===== src/rtl/prbs_test_ctrl.sv =====
// prbs_test_ctrl: sends PATTERN n times to a pattern detector, then waits for a detection or a timeout.
// Optional macro PTC_ABORT_EN adds an abort input that ends a run early with pass=0.
`default_nettype none

module prbs_test_ctrl #(
  parameter logic [31:0] PATTERN = 32'hAABBCCDD,
  parameter int unsigned TO_W    = 16
) (
  input  logic            CLK,
  input  logic            RST,
  input  logic            start,
  input  logic [7:0]      n,
  input  logic [TO_W-1:0] timeout,
  output logic [7:0]      out_data,
  output logic            out_valid,
  input  logic            out_ready,
  input  logic            pattern_detected,
`ifdef PTC_ABORT_EN
  input  logic            abort,
`endif
  output logic            busy,
  output logic            done,
  output logic            pass
);

  typedef enum logic [1:0] {
    S_IDLE = 2'd0,
    S_SEND = 2'd1,
    S_WAIT = 2'd2,
    S_DONE = 2'd3
  } state_t;

  state_t          state;
  logic [1:0]      r_idx;
  logic [7:0]      r_rep;
  logic [7:0]      r_n;
  logic [TO_W-1:0] r_timeout;
  logic [TO_W-1:0] r_wait_cnt;
  logic            r_seen;
  logic            w_abort;

`ifdef PTC_ABORT_EN
  assign w_abort = abort;
`else
  assign w_abort = 1'b0;
`endif

  function automatic logic [7:0] pat_byte(input logic [1:0] i);
    logic [7:0] b;
    case (i)
      2'd0:    b = PATTERN[31:24];
      2'd1:    b = PATTERN[23:16];
      2'd2:    b = PATTERN[15:8];
      default: b = PATTERN[7:0];
    endcase
    return b;
  endfunction

  always_ff @(posedge CLK) begin
    if (RST) begin
      state      <= S_IDLE;
      r_idx      <= '0;
      r_rep      <= '0;
      r_n        <= '0;
      r_timeout  <= '0;
      r_wait_cnt <= '0;
      r_seen     <= 1'b0;
      out_valid  <= 1'b0;
      out_data   <= '0;
      busy       <= 1'b0;
      done       <= 1'b0;
      pass       <= 1'b0;
    end else begin
      done <= 1'b0;
      case (state)
        S_IDLE: begin
          if (start) begin
            r_n        <= n;
            r_timeout  <= timeout;
            r_idx      <= '0;
            r_rep      <= '0;
            r_wait_cnt <= '0;
            r_seen     <= 1'b0;
            pass       <= 1'b0;
            if (n == 8'd0) begin
              state <= S_DONE;
              done  <= 1'b1;
            end else begin
              state     <= S_SEND;
              busy      <= 1'b1;
              out_valid <= 1'b1;
              out_data  <= pat_byte(2'd0);
            end
          end
        end

        S_SEND: begin
          if (pattern_detected) r_seen <= 1'b1;
          if (w_abort) begin
            state     <= S_DONE;
            out_valid <= 1'b0;
            out_data  <= '0;
            busy      <= 1'b0;
            done      <= 1'b1;
            pass      <= 1'b0;
          end else if (out_ready) begin
            // out_valid is always high here, so ready alone marks a transfer
            r_idx <= r_idx + 2'd1;
            if (r_idx == 2'd3) r_rep <= r_rep + 8'd1;
            if (r_idx == 2'd3 && r_rep == r_n - 8'd1) begin
              state      <= S_WAIT;
              out_valid  <= 1'b0;
              out_data   <= '0;
              r_wait_cnt <= '0;
            end else begin
              out_data <= pat_byte(r_idx + 2'd1);
            end
          end
        end

        S_WAIT: begin
          if (pattern_detected) r_seen <= 1'b1;
          if (w_abort) begin
            state <= S_DONE;
            busy  <= 1'b0;
            done  <= 1'b1;
            pass  <= 1'b0;
          end else if (r_seen || pattern_detected) begin
            state <= S_DONE;
            busy  <= 1'b0;
            done  <= 1'b1;
            pass  <= 1'b1;
          end else if (r_wait_cnt == r_timeout) begin
            // compare before increment so an all-ones limit cannot wrap
            state <= S_DONE;
            busy  <= 1'b0;
            done  <= 1'b1;
            pass  <= 1'b0;
          end else begin
            r_wait_cnt <= r_wait_cnt + TO_W'(1);
          end
        end

        S_DONE: begin
          state <= S_IDLE;
        end

        default: begin
          state <= S_IDLE;
        end
      endcase
    end
  end

endmodule

`default_nettype wire


===== config.mk =====
export PLATFORM = sky130hd
export DESIGN_NAME = prbs_test_ctrl
export DESIGN_NICKNAME = d
export VERILOG_FILES = /design/src/rtl/prbs_test_ctrl.sv
export SDC_FILE = /design/constraint.sdc
export NUM_CORES = 1
export LEC_CHECK = 0
export CORE_MARGIN = 8
export CORE_UTILIZATION = 55
export CTS_CLUSTER_SIZE = 28
export DETAILED_ROUTE_END_ITERATION = 10
export PLACE_DENSITY = 0.79
export SYNTH_ARGS = -nofsm -noshare
export SYNTH_HDL_FRONTEND = slang
export SYNTH_SLANG_ARGS = --single-unit

===== constraint.sdc =====
create_clock -name CLK -period 6.75 [get_ports CLK]
set_input_delay 1.0125 -clock CLK [delete_from_list [all_inputs] [get_ports CLK]]
set_output_delay 1.0125 -clock CLK [all_outputs]
set_load 0.02 [all_outputs]

# --- Word level (Yosys, flattened, before mapping) ---
# Index checks and enable logic that the tools add are counted.
word_totals:
  latchBits: 0
  romBits: 0
  mem_count: 0
  wordCells: 97
  ramBits: 0
  in_bits: 29
  register_bits: 65
  output_inout_bits: 12
op_classes:
  order_cmp: 0
  shift: 0
  mul: 0
  div: 0
  addsub: 4
  n_reduce_logical: 20
  n_mux: 44
  n_bitwise: 0
  n_eq_ne: 17
ops:
  columns: ["operator", "n"]
  rows:
  - ["two-way mux 16 bit", 5]
  - ["two-way mux 8 bit", 7]
  - ["one-hot mux 16 bit (3 select lines)", 1]
  - ["one-hot mux 8 bit (2 select lines)", 2]
  - ["one-hot mux 7 bit (3 select lines)", 1]
  - ["adder 16 x 1 -> 16 bit, second input constant", 1]
  - ["equality test 16 bit", 1]
  - ["two-way mux 2 bit", 8]
  - ["AND reduction 4 bit", 4]
  - ["inequality test 2 bit, second input constant", 7]
  - ["two-way mux 1 bit", 13]
  - ["one-hot mux 1 bit (2 select lines)", 5]
  - ["AND reduction 3 bit", 3]
  - ["adder 8 x 1 -> 8 bit, second input constant", 1]
  - ["equality test 2 bit, second input constant", 4]
  - ["equality test 8 bit", 1]
  - ["zero test 8 bit", 1]
  - ["one-hot mux 2 bit (4 select lines)", 1]
  - ["subtractor 8 x 1 -> 8 bit, second input constant", 1]
  - ["AND reduction 6 bit", 1]
  - ["nonzero test 2 bit", 3]
  - ["AND reduction 5 bit", 1]
  - ["equality test 2 x 1 -> 1 bit, second input constant", 2]
  - ["zero test 2 bit", 2]
  - ["other kinds (9)", 9]

# --- Depth between registers and ports, before layout ---
# Gate-level depths: netlist of run 1.
logic_depth:
  ltp_word: 6
  depth_mapped: 11
  depth_no_buf: 8

# --- Worst setup path after synthesis of run 1 ---
# No wires, ideal clock.
synth_path:
  path_kind: "input -> register"
  startpoint: "input port start"
  endpoint: "register r_wait_cnt[1]"
  required_ps: 6620
  setup_time_ps: 130
  cell_stages: 7
  path_slack_ps: 4306
  t_arrival_ps: 2315
  path_buffers: 2
  path_cell_list: "nand2b_1 o21ai_1 or3_1 buf_2 buf_2 a211oi_2 o32ai_1"
synth_via:
  elab_chain_len: 2
synth_rtl:
  columns: ["element", "line_no", "source"]
  rows:
  - ["from (decl)", "11", "input logic start,"]
  - ["inequality test 2 bit (no line)", null, null]
  - ["AND reduction 6 bit (no line)", null, null]
  - ["to (signal assigned)", "140", "r_wait_cnt <= r_wait_cnt + TO_W'(1);"]
  - ["to (decl)", "38", "logic [TO_W-1:0] r_wait_cnt;"]
# No other way between the ends.
# A chain may end at the register's enable or synchronous reset.

# --- Final worst setup path of run 1 ---
layout_path:
  startpoint: "register state[1]"
  endpoint: "register r_wait_cnt[3]"
layout_via:
  elab_chain_len: 3
  word_cells_on_any_way: 11
  classes_between: "eq/ne: 7; mux: 1; reduce/logical: 3"
layout_rtl:
  columns: ["element", "line_no", "source"]
  rows:
  - ["from (decl)", "33", "state_t state;"]
  - ["from (signal assigned)", "61", "state <= S_IDLE;"]
  - ["from (signal assigned)", "86", "state <= S_DONE;"]
  - ["from (signal assigned)", "89", "state <= S_SEND;"]
  - ["equality test 2 bit, or another cell as far along", "75", "case (state)"]
  - ["inequality test 2 bit (no line) / nonzero test 3 bit (equally long branches)", null, null]
  - ["AND reduction 6 bit (no line)", null, null]
# Parallel ways exist; a longest one is shown, timed or not.

==> flow_summary.html, run 1 <==
<table>
<tr><th>Metric</th><th>Value</th></tr>
<tr><th colspan="2">Detailed routing</th></tr>
<tr><td>Via density per instance</td><td>5.98</td></tr>
<tr><td>Routed wirelength normalized by instance count</td><td>15.3 µm</td></tr>
<tr><td>Count of vias placed by the detailed router</td><td>3239</td></tr>
<tr><td>Remaining antenna violation count after routing</td><td>0</td></tr>
<tr><td>Total length of routed wires</td><td>8280 µm</td></tr>
<tr><td>DR iter-0 viols</td><td>201</td></tr>
<tr><td>DR pass1 iterations</td><td>5</td></tr>
<tr><td>Count of unresolved DRC violations after routing</td><td>0</td></tr>
<tr><th colspan="2">Yosys</th></tr>
<tr><td>Cell type with the highest aggregate area in the netlist</td><td>sky130_fd_sc_hd__dfxtp_1</td></tr>
<tr><td>Post-synthesis sequential area ratio</td><td>0.352</td></tr>
<tr><td>Largest cells by area after synthesis</td><td>sky130_fd_sc_hd__dfxtp_1 35%, sky130_fd_sc_hd__nand2_1 7.6%, sky130_fd_sc_hd__xor2_1 6.8%</td></tr>
<tr><td>Number of library cell types mapped by synthesis</td><td>52</td></tr>
<tr><td>FFs w/ async S/R, synth</td><td>0</td></tr>
<tr><td>Most repeated cell in the gate-level netlist after synthesis</td><td>sky130_fd_sc_hd__nand2_1</td></tr>
<tr><td>Synthesized area divided by synthesized cell count</td><td>7.75 µm²</td></tr>
<tr><td>Top cell types by occurrence after synthesis</td><td>70 x sky130_fd_sc_hd__nand2_1, 61 x sky130_fd_sc_hd__dfxtp_1, 46 x sky130_fd_sc_hd__a21oi_1</td></tr>
<tr><td>YS warnings</td><td>0</td></tr>
<tr><td>Synthesized netlist cell count</td><td>448</td></tr>
<tr><td>Net count after synthesis</td><td>488</td></tr>
<tr><td>Fraction of synthesized cell area taken by the top area cell type</td><td>0.352</td></tr>
<tr><td>Count of flip-flops with a built-in enable after synthesis</td><td>0</td></tr>
<tr><td>Netlist area before placement</td><td>3470 µm²</td></tr>
<tr><td>Ys flop type</td><td>sky130_fd_sc_hd__dfxtp_1</td></tr>
<tr><td>Yosys reg bits</td><td>61</td></tr>
<tr><th colspan="2">Final layout</th></tr>
<tr><td>Multi-input logic area</td><td>2000 µm²</td></tr>
<tr><td>Area delta synth-&gt;final</td><td>14.3%</td></tr>
<tr><td>NumNets Final</td><td>501</td></tr>
<tr><td>Sequential standard cell area</td><td>1220 µm²</td></tr>
<tr><td>Share of cells above drive strength 1</td><td>0.0452</td></tr>
<tr><td>Count of fill cells added during filler insertion</td><td>559</td></tr>
<tr><td>Antenna Cells</td><td>0</td></tr>
<tr><td>Total non-filler cell area in the finished layout</td><td>3970 µm²</td></tr>
<tr><td>Finished Layout Cells</td><td>542</td></tr>
<tr><th colspan="2">Die</th></tr>
<tr><td>Std cell rows</td><td>29</td></tr>
<tr><td>IO Pins</td><td>41</td></tr>
<tr><td>Die footprint</td><td>9110 µm²</td></tr>
<tr><td>Floorplan die height</td><td>95.4 µm</td></tr>
<tr><td>Overall die width</td><td>95.4 µm</td></tr>
<tr><td>Core Area</td><td>6240 µm²</td></tr>
<tr><td>Initial core utilization</td><td>0.556</td></tr>
<tr><th colspan="2">STA</th></tr>
<tr><td>Final max-slew violation count</td><td>0</td></tr>
<tr><td>Total Negative Setup Slacks</td><td>0 ps</td></tr>
<tr><td>Final Hold Vio Count</td><td>0</td></tr>
<tr><td>Fmax</td><td>285 MHz</td></tr>
<tr><td>Period utilisation layout</td><td>0.519</td></tr>
<tr><td>Relative max-transition margin</td><td>0.309</td></tr>
<tr><td>Worst hold margin</td><td>467 ps</td></tr>
<tr><td>Post-layout minimum cycle time</td><td>3500 ps</td></tr>
<tr><td>Setup repair after global routing missed its margin</td><td>no</td></tr>
<tr><td>Final-report setup violation count</td><td>0</td></tr>
<tr><td>Measured slew at the worst slew-check pin</td><td>1040 ps</td></tr>
<tr><td>Maximum clock skew at final layout</td><td>9.62 ps</td></tr>
<tr><th colspan="2">Setup path</th></tr>
<tr><td>Path type of the worst setup path</td><td>reg -&gt; reg</td></tr>
<tr><td>Data arrival, critical path</td><td>3680 ps</td></tr>
<tr><td>Reg2Reg Launch Point</td><td>state[1]</td></tr>
<tr><td>Type of element launching the critical path</td><td>flip-flop</td></tr>
<tr><td>Launch point of the critical path</td><td>state[1]</td></tr>
<tr><td>CP Data Required Time</td><td>6930 ps</td></tr>
<tr><td>Crit path max fanout</td><td>26</td></tr>
<tr><td>Element type at the critical path end</td><td>flip-flop</td></tr>
<tr><th colspan="2">CTS</th></tr>
<tr><td>Worst-path clk slew</td><td>60 ps</td></tr>
<tr><td>H-tree Lvls</td><td>3</td></tr>
<tr><td>CTS Root Cell</td><td>sky130_fd_sc_hd__clkbuf_8</td></tr>
<tr><td>Latest clock arrival within the worst-skew pair</td><td>340 ps</td></tr>
<tr><td>Hold buffers post-CTS</td><td>0</td></tr>
<tr><td>Clock net sink count</td><td>61</td></tr>
<tr><td>Number of buffers inserted by post-CTS setup repair</td><td>0</td></tr>
<tr><td>Gates resized, CTS repair</td><td>0</td></tr>
<tr><td>Number of buffers added by the clock tree synthesis step</td><td>9</td></tr>
<tr><td>CTS tree</td><td>done</td></tr>
<tr><td>Buffers from clock root to sink, at most</td><td>2</td></tr>
<tr><th colspan="2">Run</th></tr>
<tr><td># Max-Cap Violations</td><td>0</td></tr>
<tr><th colspan="2">Global route</th></tr>
<tr><td>Wire length of the first global-routing pass</td><td>13700 µm</td></tr>
<tr><td>Vias in the first global route</td><td>2998</td></tr>
<tr><td>Pin count of the biggest net entering global routing</td><td>57</td></tr>
<tr><td>Total gr overflow</td><td>0</td></tr>
<tr><td>Total GRT Usage</td><td>0.187</td></tr>
<tr><td>Antenna violations before repair</td><td>0</td></tr>
<tr><th colspan="2">Power and ir drop</th></tr>
<tr><td>Max VDD drop</td><td>0.345 mV</td></tr>
<tr><td>Ratio of total power to cell area</td><td>298 nW/µm²</td></tr>
<tr><td>Reported leakage power</td><td>1.52 nW</td></tr>
<tr><th colspan="2">Placement</th></tr>
<tr><td>Number of placed instances with taps included</td><td>527</td></tr>
<tr><td>Count of input and output buffers</td><td>40</td></tr>
<tr><td>HPWL after detailed placement</td><td>5880 µm</td></tr>
<tr><td>Cell Area, Placed</td><td>3790 µm²</td></tr>
<tr><td>Weighted congestion at the end of routability-driven global placement</td><td>0.927</td></tr>
<tr><th colspan="2">Run status</th></tr>
<tr><td>Result of the run</td><td>finished clean</td></tr>
<tr><th colspan="2">Hold path</th></tr>
<tr><td>Min-Delay Startpoint</td><td>r_timeout[4]</td></tr>
<tr><td>Worst hold-check path type</td><td>reg -&gt; reg</td></tr>
</table>
## through the flow
stage / worst slack (ps) / utilization / power (mW)
after floorplan: 4310 / - / 0.779
after global placement: 3390 / 0.607 / 0.876
after detailed placement: 3300 / 0.607 / 0.889
after CTS: 3300 / 0.636 / 1.18
after global routing: 2980 / 0.636 / 1.25
final: 3250 / 0.636 / 1.18
## worst max-delay path, cell delays in order (launching register included)
cell	delay, ps
sky130_fd_sc_hd__dfxtp_1	330
sky130_fd_sc_hd__inv_1	120
sky130_fd_sc_hd__ha_1	810
sky130_fd_sc_hd__clkinv_1	530
sky130_fd_sc_hd__o21ai_1	470
sky130_fd_sc_hd__or3_1	550
sky130_fd_sc_hd__a211o_1	400
sky130_fd_sc_hd__o32ai_1	130
## registers in the layout, indices dropped and copies added (netlist names), 2 cells and up
signal and count:
state 2, out_data 4, r_timeout 16, r_wait_cnt 16, r_rep 8, r_n 8
r_idx 2
## kinds of logic after synthesis
group / count (synthesis) / share of synthesized area
muxes: 5 / 0.0151
buffers and inverters: 60 / 0.0732
and+or+nand+nor: 170 / 0.234
adders and majority gates: 11 / 0.0397
xor gates and xnor gates: 31 / 0.0782
DFF: 61 / 0.352
AOI/OAI and AO/OA: 110 / 0.208
## cell usage in the layout, fill, tap and decap left out, types with 8 or more instances in the layout
cell type	n
sky130_fd_sc_hd__dfxtp_1	61
sky130_fd_sc_hd__a21oi_1	46
sky130_fd_sc_hd__clkbuf_8	12
sky130_fd_sc_hd__o32ai_1	10
sky130_fd_sc_hd__nor2_1	34
sky130_fd_sc_hd__a211oi_1	10
sky130_fd_sc_hd__inv_1	21
sky130_fd_sc_hd__nand3_1	13
sky130_fd_sc_hd__nand2_1	70
sky130_fd_sc_hd__xor2_1	27
sky130_fd_sc_hd__nor3_1	8
sky130_fd_sc_hd__nand4_1	11
sky130_fd_sc_hd__ha_1	11
sky130_fd_sc_hd__clkdlybuf4s50_1	39
sky130_fd_sc_hd__o21ai_0	9
## power breakdown
part / switching, mW / internal [mW]
Sequential: 0.0349 / 0.399
Combinational: 0.274 / 0.178
Clock: 0.136 / 0.161
Total: 0.445 / 0.738
## area by class of cell
type | instances | share of cell area
clock inverter | 1 | 0.00126
timing repair buffer | 40 | 0.0996
multi-input combinational | 327 | 0.503
inverter | 22 | 0.0208
tap | 77 | 0.0243
clock buffer | 14 | 0.0435
sequential | 61 | 0.308
## routing by layer
layer / part of all wire / wire length, µm / global-route usage / vias up
li1: - / - / - / 1604
met4: 0.016 / 132 / 0.0704 / 0
met2: 0.49 / 4080 / 0.311 / 102
met1: 0.44 / 3680 / 0.228 / 1518
met5: 0 / 0 / 0 / -
met3: 0.046 / 381 / 0.0449 / 15
## final timing paths
| path | end | slack, ps | cells past startpoint |
|---|---|---|---|
| setup / recovery | r_wait_cnt[3] | 3250 | 7 |
| hold / removal | r_timeout[4] | 470 | 2 |
| setup reg to reg | r_wait_cnt[3] | 3250 | 7 |
| hold reg to reg | r_timeout[4] | 470 | 2 |
Note: power is estimated with default switching activity, not from simulation.
==> run 2, diff against run 1 <==
==> constraint.sdc (replaced) <==
create_clock -name CLK -period 3.5 [get_ports CLK]
set_input_delay 0.525 -clock CLK [delete_from_list [all_inputs] [get_ports CLK]]
set_output_delay 0.525 -clock CLK [all_outputs]
set_load 0.02 [all_outputs]
==> run 2 against run 1 <==
  * Worst hold slack gained 0.58 ps
  * Via count shrank 0.43%
  * Core utilization grew 0.60 points
  * Sequential power grew 93%
  * First-iteration DRC count grew 68%
  * Wire length grew 2.9%
  * Cell count grew 0.92%
  * Final area grew 0.95%
  * Critical path type unchanged
==> flow_summary.html, run 2 (same netlist as run 1, synthesis figures left out) <==
<table>
<tr><th>Metric</th><th>Value</th></tr>
<tr><th colspan="2">Run status</th></tr>
<tr><td>Result of the run</td><td>finished clean</td></tr>
<tr><th colspan="2">CTS</th></tr>
<tr><td>H-tree Lvls</td><td>3 (unchanged)</td></tr>
<tr><td>Latest clock arrival within the worst-skew pair</td><td>340 ps (about the same)</td></tr>
<tr><td>Buffers from clock root to sink, at most</td><td>2 (unchanged)</td></tr>
<tr><td>Number of buffers inserted by post-CTS setup repair</td><td>0 (unchanged)</td></tr>
<tr><td>Number of buffers added by the clock tree synthesis step</td><td>9 (unchanged)</td></tr>
<tr><td>Clock net sink count</td><td>61 (unchanged)</td></tr>
<tr><td>Gates resized, CTS repair</td><td>0 (unchanged)</td></tr>
<tr><td>CTS Root Cell</td><td>sky130_fd_sc_hd__clkbuf_8</td></tr>
<tr><td>Hold buffers post-CTS</td><td>0 (unchanged)</td></tr>
<tr><td>Worst-path clk slew</td><td>70 ps (about the same)</td></tr>
<tr><td>CTS tree</td><td>done</td></tr>
<tr><th colspan="2">Detailed routing</th></tr>
<tr><td>DR iter-0 viols</td><td>338 (+68%)</td></tr>
<tr><td>Routed wirelength normalized by instance count</td><td>15.6 µm (+1.9%)</td></tr>
<tr><td>Count of unresolved DRC violations after routing</td><td>0 (unchanged)</td></tr>
<tr><td>Count of vias placed by the detailed router</td><td>3225 (-0.43%)</td></tr>
<tr><td>DR pass1 iterations</td><td>5 (unchanged)</td></tr>
<tr><td>Total length of routed wires</td><td>8510 µm (+2.9%)</td></tr>
<tr><td>Via density per instance</td><td>5.90 (-1.3%)</td></tr>
<tr><td>Remaining antenna violation count after routing</td><td>0 (unchanged)</td></tr>
<tr><th colspan="2">Run</th></tr>
<tr><td># Max-Cap Violations</td><td>0 (unchanged)</td></tr>
<tr><th colspan="2">Die</th></tr>
<tr><td>Overall die width</td><td>95.4 µm (unchanged)</td></tr>
<tr><td>Floorplan die height</td><td>95.4 µm (unchanged)</td></tr>
<tr><td>Std cell rows</td><td>29 (unchanged)</td></tr>
<tr><td>Core Area</td><td>6240 µm² (unchanged)</td></tr>
<tr><td>Initial core utilization</td><td>0.556 (unchanged)</td></tr>
<tr><td>IO Pins</td><td>41 (unchanged)</td></tr>
<tr><td>Die footprint</td><td>9110 µm² (unchanged)</td></tr>
<tr><th colspan="2">Power and ir drop</th></tr>
<tr><td>Fraction of power consumed by sequential logic</td><td>0.363 (-0.004)</td></tr>
<tr><td>Max VDD drop</td><td>0.583 mV (+69%)</td></tr>
<tr><td>Clock power frac</td><td>0.249 (-0.002)</td></tr>
<tr><td>Switching Share</td><td>0.376 (about the same)</td></tr>
<tr><td>Reported leakage power</td><td>1.54 nW (+1.5%)</td></tr>
<tr><td>Pint</td><td>1.44 mW (+95%)</td></tr>
<tr><td>Ratio of total power to cell area</td><td>575 nW/µm² (+93%)</td></tr>
<tr><td>Sw power</td><td>866 µW (+95%)</td></tr>
<tr><td>Power share of the combinational group</td><td>0.388 (+0.006)</td></tr>
<tr><th colspan="2">Setup path</th></tr>
<tr><td>CP Data Required Time</td><td>3750 ps (-3180 ps)</td></tr>
<tr><td>Path type of the worst setup path</td><td>reg -&gt; reg</td></tr>
<tr><td>Element type at the critical path end</td><td>flip-flop</td></tr>
<tr><td>Type of element launching the critical path</td><td>flip-flop</td></tr>
<tr><td>Crit path max fanout</td><td>17 (-35%)</td></tr>
<tr><td>Data arrival, critical path</td><td>3040 ps (-640 ps)</td></tr>
<tr><th colspan="2">Global route</th></tr>
<tr><td>Wire length of the first global-routing pass</td><td>14200 µm (+3.7%)</td></tr>
<tr><td>Total gr overflow</td><td>0 (unchanged)</td></tr>
<tr><td>Total GRT Usage</td><td>0.198 (+0.0111)</td></tr>
<tr><td>Pin count of the biggest net entering global routing</td><td>57 (unchanged)</td></tr>
<tr><td>Vias in the first global route</td><td>2992 (-0.20%)</td></tr>
<tr><td>Antenna violations before repair</td><td>0 (unchanged)</td></tr>
<tr><th colspan="2">Final layout</th></tr>
<tr><td>Commonest non-fill, non-tap cell in the layout</td><td>sky130_fd_sc_hd__nand2_1</td></tr>
<tr><td>Highest-count cells in the layout ignoring fill and taps</td><td>70 x sky130_fd_sc_hd__nand2_1, 61 x sky130_fd_sc_hd__dfxtp_1, 46 x sky130_fd_sc_hd__a21oi_1, 39 x sky130_fd_sc_hd__clkdlybuf4s50_1, 34 x sky130_fd_sc_hd__nor2_1</td></tr>
<tr><td>Finished Layout Cells</td><td>547 (+0.92%)</td></tr>
<tr><td>Share of cells above drive strength 1</td><td>0.0553 (+0.0102)</td></tr>
<tr><td>Area delta synth-&gt;final</td><td>15.4%</td></tr>
<tr><td>Antenna Cells</td><td>0 (unchanged)</td></tr>
<tr><td>Sequential standard cell area</td><td>1220 µm² (unchanged)</td></tr>
<tr><td>Count of fill cells added during filler insertion</td><td>563 (+0.72%)</td></tr>
<tr><td>Multi-input logic area</td><td>2000 µm² (unchanged)</td></tr>
<tr><td>NumNets Final</td><td>506 (+1.0%)</td></tr>
<tr><td>Registers with the most flip-flops</td><td>r_timeout: 16 flops, r_wait_cnt: 16 flops</td></tr>
<tr><th colspan="2">STA</th></tr>
<tr><td>Maximum clock skew at final layout</td><td>5.18 ps (-4.44 ps)</td></tr>
<tr><td>Fmax</td><td>359 MHz (+26%)</td></tr>
<tr><td>Period utilisation layout</td><td>0.797 (+0.278)</td></tr>
<tr><td>Post-layout minimum cycle time</td><td>2790 ps (-716 ps)</td></tr>
<tr><td>Final Hold Vio Count</td><td>0 (unchanged)</td></tr>
<tr><td>Final max-slew violation count</td><td>0 (unchanged)</td></tr>
<tr><td>Final-report setup violation count</td><td>0 (unchanged)</td></tr>
<tr><td>Setup repair after global routing missed its margin</td><td>no</td></tr>
<tr><td>Measured slew at the worst slew-check pin</td><td>1040 ps (+0.421 ps)</td></tr>
<tr><td>Relative max-transition margin</td><td>0.309 (about the same)</td></tr>
<tr><td>Total Negative Setup Slacks</td><td>0 ps (unchanged)</td></tr>
<tr><th colspan="2">Placement</th></tr>
<tr><td>Number of placed instances with taps included</td><td>532 (+0.95%)</td></tr>
<tr><td>Count of input and output buffers</td><td>40 (unchanged)</td></tr>
<tr><td>Weighted congestion at the end of routability-driven global placement</td><td>0.916 (-1.3%)</td></tr>
<tr><td>HPWL after detailed placement</td><td>6090 µm (+3.5%)</td></tr>
<tr><th colspan="2">Hold path</th></tr>
<tr><td>Worst hold-check path type</td><td>reg -&gt; reg</td></tr>
</table>
-- run 2: cell count changes in the layout (fill, tap and decap cells not counted) --
cell | previous run | this run
sky130_fd_sc_hd__buf_4 | 0 | 5
-- run 2: worst paths after layout --
kind                            slack (ps)          from       endpoint  cells past startpoint
worst min-delay path                   470  r_timeout[0]   r_timeout[0]                      2
worst max register to register         710      state[0]  r_wait_cnt[1]                      7
worst min register to register         470  r_timeout[0]   r_timeout[0]                      2
worst max-delay path                   710      state[0]  r_wait_cnt[1]                      7
-- run 2: power groups by stage --
| stage | Sequential (mW) | Clock (mW) | Combinational (mW) |
|---|---|---|---|
| after global routing | 0.848 | 0.619 | 0.986 |
| after detailed placement | 0.852 | 0 | 0.887 |
| final | 0.837 | 0.573 | 0.894 |
| after global placement | 0.849 | 0 | 0.865 |
| after floorplan | 0.859 | 0 | 0.644 |
| after CTS | 0.837 | 0.587 | 0.890 |
-- run 2: layout make-up --
cell class	count	share of cell area
multi-input combinational	327	0.498
sequential	61	0.305
timing repair buffer	45	0.108
clock buffer	14	0.0431
tap	77	0.0240
inverter	22	0.0206
clock inverter	1	0.00125
-- run 2: through the flow --
step | util | setup WS [ps] | instance area (µm²) | power (mW) | hold WS (ps)
6_report | 0.642 | 711 | 4010 | 2.30 | 467
5_1_grt | 0.642 | 535 | 4010 | 2.45 | 482
4_1_cts | 0.642 | 753 | 4010 | 2.31 | 468
3_5_place_dp | 0.613 | 557 | 3830 | 1.74 | 459
3_3_place_gp | 0.613 | 650 | 3830 | 1.71 | 456
2_1_floorplan | - | 1130 | 3470 | 1.50 | 448
-- run 2: metal layers --
layer  vias to the layer above  wire length, µm  track usage
li1                       1615                -            -
met1                      1522             3750        0.243
met2                        81             4270        0.323
met3                         7              397       0.0575
met4                         0               92       0.0679
met5                         -                0            0
-- run 2: worst max-delay path, cell delays in order, from the launching register on --
cell and delay, ps:
sky130_fd_sc_hd__dfxtp_1 370, sky130_fd_sc_hd__inv_1 100, sky130_fd_sc_hd__ha_1 400, sky130_fd_sc_hd__inv_1 360, sky130_fd_sc_hd__nor2_1 140, sky130_fd_sc_hd__or3_1 580
sky130_fd_sc_hd__a211o_1 480, sky130_fd_sc_hd__o32ai_1 260
==> run 3, diff against run 2 <==
==> constraint.sdc (replaced) <==
create_clock -name CLK -period 2.8 [get_ports CLK]
set_input_delay 0.42 -clock CLK [delete_from_list [all_inputs] [get_ports CLK]]
set_output_delay 0.42 -clock CLK [all_outputs]
set_load 0.02 [all_outputs]
==> run 3 against run 2 <==
  * Sequential cell count unchanged
  * Largest power group unchanged
  * Core utilization rose by 1.2 points
  * Clock skew grew 5.7 ps
  * Highest routed layer unchanged
  * Wire length rose by 6.4%
  * Total power grew 30%
  * Clock power grew 35%
  * Largest cell class unchanged
  * Sequential share of layout area is 0.56 points lower
  * Worst hold slack better by 4.3 ps
  * Die area is the same
  * Critical endpoint unchanged
==> flow_summary.html, run 3 (same netlist as run 1, synthesis figures left out) <==
<table>
<tr><th>Metric</th><th>Value</th></tr>
<tr><th colspan="2">Power and ir drop</th></tr>
<tr><td>Clock power frac</td><td>0.258 (+0.009)</td></tr>
<tr><td>Pint</td><td>1.85 mW (+28%)</td></tr>
<tr><td>Sw power</td><td>1.15 mW (+32%)</td></tr>
<tr><td>Power share of the combinational group</td><td>0.392 (+0.004)</td></tr>
<tr><td>Reported leakage power</td><td>1.58 nW (+2.6%)</td></tr>
<tr><td>Ratio of total power to cell area</td><td>733 nW/µm² (+27%)</td></tr>
<tr><td>Fraction of power consumed by sequential logic</td><td>0.350 (-0.013)</td></tr>
<tr><td>Max VDD drop</td><td>0.551 mV (-5.5%)</td></tr>
<tr><td>Switching Share</td><td>0.383 (+0.00744)</td></tr>
<tr><th colspan="2">STA</th></tr>
<tr><td>Final Hold Vio Count</td><td>0 (unchanged)</td></tr>
<tr><td>Final-report setup violation count</td><td>0 (unchanged)</td></tr>
<tr><td>Worst hold margin</td><td>472 ps (+4.35 ps)</td></tr>
<tr><td>Period utilisation layout</td><td>0.947 (+0.151)</td></tr>
<tr><td>Measured slew at the worst slew-check pin</td><td>655 ps (-381 ps)</td></tr>
<tr><td>Fmax</td><td>377 MHz (+5.1%)</td></tr>
<tr><td>Relative max-transition margin</td><td>0.560 (+0.251)</td></tr>
<tr><td>Maximum clock skew at final layout</td><td>10.9 ps (+5.75 ps)</td></tr>
<tr><td>Post-layout minimum cycle time</td><td>2650 ps (-136 ps)</td></tr>
<tr><td>Total Negative Setup Slacks</td><td>0 ps (unchanged)</td></tr>
<tr><td>Setup repair after global routing missed its margin</td><td>no</td></tr>
<tr><td>Final max-slew violation count</td><td>0 (unchanged)</td></tr>
<tr><th colspan="2">Detailed routing</th></tr>
<tr><td>DR pass1 iterations</td><td>4 (-1)</td></tr>
<tr><td>Total length of routed wires</td><td>9060 µm (+6.4%)</td></tr>
<tr><td>Routed wirelength normalized by instance count</td><td>16.3 µm (+4.7%)</td></tr>
<tr><td>Count of unresolved DRC violations after routing</td><td>0 (unchanged)</td></tr>
<tr><td>Remaining antenna violation count after routing</td><td>0 (unchanged)</td></tr>
<tr><td>Via density per instance</td><td>5.89 (about the same)</td></tr>
<tr><td>DR iter-0 viols</td><td>260 (-23%)</td></tr>
<tr><td>Count of vias placed by the detailed router</td><td>3276 (+1.6%)</td></tr>
<tr><th colspan="2">Placement</th></tr>
<tr><td>Weighted congestion at the end of routability-driven global placement</td><td>0.874 (-4.6%)</td></tr>
<tr><td>HPWL after detailed placement</td><td>6330 µm (+4.0%)</td></tr>
<tr><td>Count of input and output buffers</td><td>40 (unchanged)</td></tr>
<tr><th colspan="2">Setup path</th></tr>
<tr><td>Worst r2r path cells</td><td>8 (+1)</td></tr>
<tr><td>Cell count along the critical path</td><td>8 (+1)</td></tr>
<tr><td>Critical path capture point</td><td>r_wait_cnt[1]</td></tr>
<tr><td>CP Data Required Time</td><td>3050 ps (-700 ps)</td></tr>
<tr><td>Worst R2R Setup Slack</td><td>150 ps (-560 ps)</td></tr>
<tr><td>Type of element launching the critical path</td><td>flip-flop</td></tr>
<tr><td>Crit path max fanout</td><td>11 (-6)</td></tr>
<tr><td>Launch point of the critical path</td><td>r_n[0]</td></tr>
<tr><td>Maximum single-stage delay on the critical path</td><td>490 ps (-90 ps)</td></tr>
<tr><td>Path type of the worst setup path</td><td>reg -&gt; reg</td></tr>
<tr><td>Kind of cell with the highest combined delay on the critical path</td><td>compound AO/OA/AOI/OAI gates</td></tr>
<tr><td>Slowest cell on the critical path</td><td>sky130_fd_sc_hd__a211o_2</td></tr>
<tr><td>Sum of buffers and inverters on the critical path</td><td>1 (-1)</td></tr>
<tr><td>Reg-to-reg endpoint</td><td>r_wait_cnt[1]</td></tr>
<tr><td>Element type at the critical path end</td><td>flip-flop</td></tr>
<tr><td>Reg2Reg Launch Point</td><td>r_n[0]</td></tr>
<tr><td>Ordered cell list for the critical path</td><td>inv_1 &gt; ha_1 &gt; o21ba_1 &gt; a221oi_1 &gt; a41oi_1 &gt; a211o_1 &gt; a211o_2 &gt; o32ai_1</td></tr>
<tr><td>Data arrival, critical path</td><td>2900 ps (-140 ps)</td></tr>
<tr><th colspan="2">Run status</th></tr>
<tr><td>Result of the run</td><td>finished clean</td></tr>
<tr><th colspan="2">Global route</th></tr>
<tr><td>Total GRT Usage</td><td>0.207 (+0.00942)</td></tr>
<tr><td>Vias in the first global route</td><td>3149 (+5.2%)</td></tr>
<tr><td>Total gr overflow</td><td>0 (unchanged)</td></tr>
<tr><td>Antenna violations before repair</td><td>0 (unchanged)</td></tr>
<tr><td>Wire length of the first global-routing pass</td><td>15000 µm (+5.1%)</td></tr>
<tr><td>Pin count of the biggest net entering global routing</td><td>31 (-46%)</td></tr>
<tr><th colspan="2">Final layout</th></tr>
<tr><td>Highest-count cells in the layout ignoring fill and taps</td><td>70 x sky130_fd_sc_hd__nand2_1, 61 x sky130_fd_sc_hd__dfxtp_1, 46 x sky130_fd_sc_hd__a21oi_1, 39 x sky130_fd_sc_hd__clkdlybuf4s50_1, 34 x sky130_fd_sc_hd__nor2_1</td></tr>
<tr><td>Registers with the most flip-flops</td><td>r_timeout: 16 flops, r_wait_cnt: 16 flops</td></tr>
<tr><td>Commonest non-fill, non-tap cell in the layout</td><td>sky130_fd_sc_hd__nand2_1</td></tr>
<tr><td>Share of cells above drive strength 1</td><td>0.0772 (+0.0219)</td></tr>
<tr><td>Antenna Cells</td><td>0 (unchanged)</td></tr>
<tr><td>Layout Utilization</td><td>0.654 (+0.0120)</td></tr>
<tr><td>Area delta synth-&gt;final</td><td>17.6%</td></tr>
<tr><td>Count of fill cells added during filler insertion</td><td>532 (-5.5%)</td></tr>
<tr><td>NumNets Final</td><td>514 (+1.6%)</td></tr>
<tr><th colspan="2">CTS</th></tr>
<tr><td>H-tree Lvls</td><td>3 (unchanged)</td></tr>
<tr><td>Latest clock arrival within the worst-skew pair</td><td>350 ps (about the same)</td></tr>
<tr><td>Buffers from clock root to sink, at most</td><td>2 (unchanged)</td></tr>
<tr><td>Hold buffers post-CTS</td><td>0 (unchanged)</td></tr>
<tr><td>Clock net sink count</td><td>61 (unchanged)</td></tr>
<tr><td>CTS Root Cell</td><td>sky130_fd_sc_hd__clkbuf_8</td></tr>
<tr><td>CTS tree</td><td>done</td></tr>
<tr><td>Worst-path clk slew</td><td>80 ps (about the same)</td></tr>
<tr><td>Number of buffers inserted by post-CTS setup repair</td><td>0 (unchanged)</td></tr>
<tr><td>Number of buffers added by the clock tree synthesis step</td><td>9 (unchanged)</td></tr>
<tr><th colspan="2">Die</th></tr>
<tr><td>Core Area</td><td>6240 µm² (unchanged)</td></tr>
<tr><td>IO Pins</td><td>41 (unchanged)</td></tr>
<tr><td>Initial core utilization</td><td>0.556 (unchanged)</td></tr>
<tr><td>Std cell rows</td><td>29 (unchanged)</td></tr>
<tr><td>Floorplan die height</td><td>95.4 µm (unchanged)</td></tr>
<tr><td>Die footprint</td><td>9110 µm² (unchanged)</td></tr>
<tr><td>Overall die width</td><td>95.4 µm (unchanged)</td></tr>
<tr><th colspan="2">Hold path</th></tr>
<tr><td>Worst hold-check path type</td><td>reg -&gt; reg</td></tr>
<tr><th colspan="2">Run</th></tr>
<tr><td># Max-Cap Violations</td><td>0 (unchanged)</td></tr>
</table>
[run 3: changes by cell type in the layout (fill, tap and decap cells not counted), sizes merged]
cell / before / now
clkbuf: 14 / 10
buf: 6 / 14
bufinv: 0 / 1
clkinvlp: 0 / 2
clkinv: 2 / 4
[run 3: metal layers]
metal  wire length (µm)  up-vias  track usage
li1                   -     1633            -
met1               4040     1548        0.252
met2               4530       83        0.344
met3                372       12       0.0441
met4                112        0       0.0935
met5                  0        -            0
[run 3: worst reg2reg max path: stages (launching register included)]
cell                       delay (ps)
sky130_fd_sc_hd__dfxtp_1          450
sky130_fd_sc_hd__inv_1             70
sky130_fd_sc_hd__ha_1             310
sky130_fd_sc_hd__o21ba_1          210
sky130_fd_sc_hd__a221oi_1         290
sky130_fd_sc_hd__a41oi_1          100
sky130_fd_sc_hd__a211o_1          390
sky130_fd_sc_hd__a211o_2          490
sky130_fd_sc_hd__o32ai_1          250
[run 3: how the worst min path moves through the flow]
stage / startpoint / endpoint / slack, ps / depth (start not counted)
detailed placement: r_timeout[2] / r_timeout[2] / 460 / 2
floorplan: r_timeout[10] / r_timeout[10] / 450 / 2
finish: r_timeout[2] / r_timeout[2] / 470 / 2
global route: r_timeout[1] / r_timeout[1] / 490 / 2
CTS: r_timeout[2] / r_timeout[2] / 470 / 2
global placement: r_timeout[1] / r_timeout[1] / 450 / 2
[run 3: power groups by stage]
stage                     clock network [mW]  registers (mW)  logic, mW
after global placement                     0            1.06       1.12
after CTS                              0.783            1.04       1.17
after floorplan                            0            1.07      0.805
after global routing                   0.820            1.06       1.29
after detailed placement                   0            1.06       1.16
final                                  0.773            1.05       1.17
[run 3: layout make-up]
class | instances | area, µm² | share of cell area
inverters | 22 | 82.6 | 0.0202
well taps | 77 | 96.3 | 0.0236
multi-input cells | 327 | 2000 | 0.489
clock buffers | 10 | 128 | 0.0313
repair buffers | 53 | 493 | 0.121
flip-flops and latches | 61 | 1220 | 0.299
clock inverters | 6 | 63.8 | 0.0156
[run 3: repair_timing]
item | 4_1_cts | 5_1_grt
hold endpoints to repair | 0 | 0
setup endpoints to repair | 0 | 1
gates resized for setup | 0 | 1
[run 3: through the flow]
| stage | cells | worst slack (ps) | power [mW] | area, µm² |
|---|---|---|---|---|
| after floorplan | 448 | 426 | 1.88 | 3470 |
| after global placement | 540 | 267 | 2.18 | 3890 |
| after global routing | 556 | 19.2 | 3.17 | 4080 |
| after CTS | 556 | 126 | 2.99 | 4080 |
| final | 556 | 147 | 2.99 | 4080 |
| after detailed placement | 540 | 157 | 2.22 | 3890 |
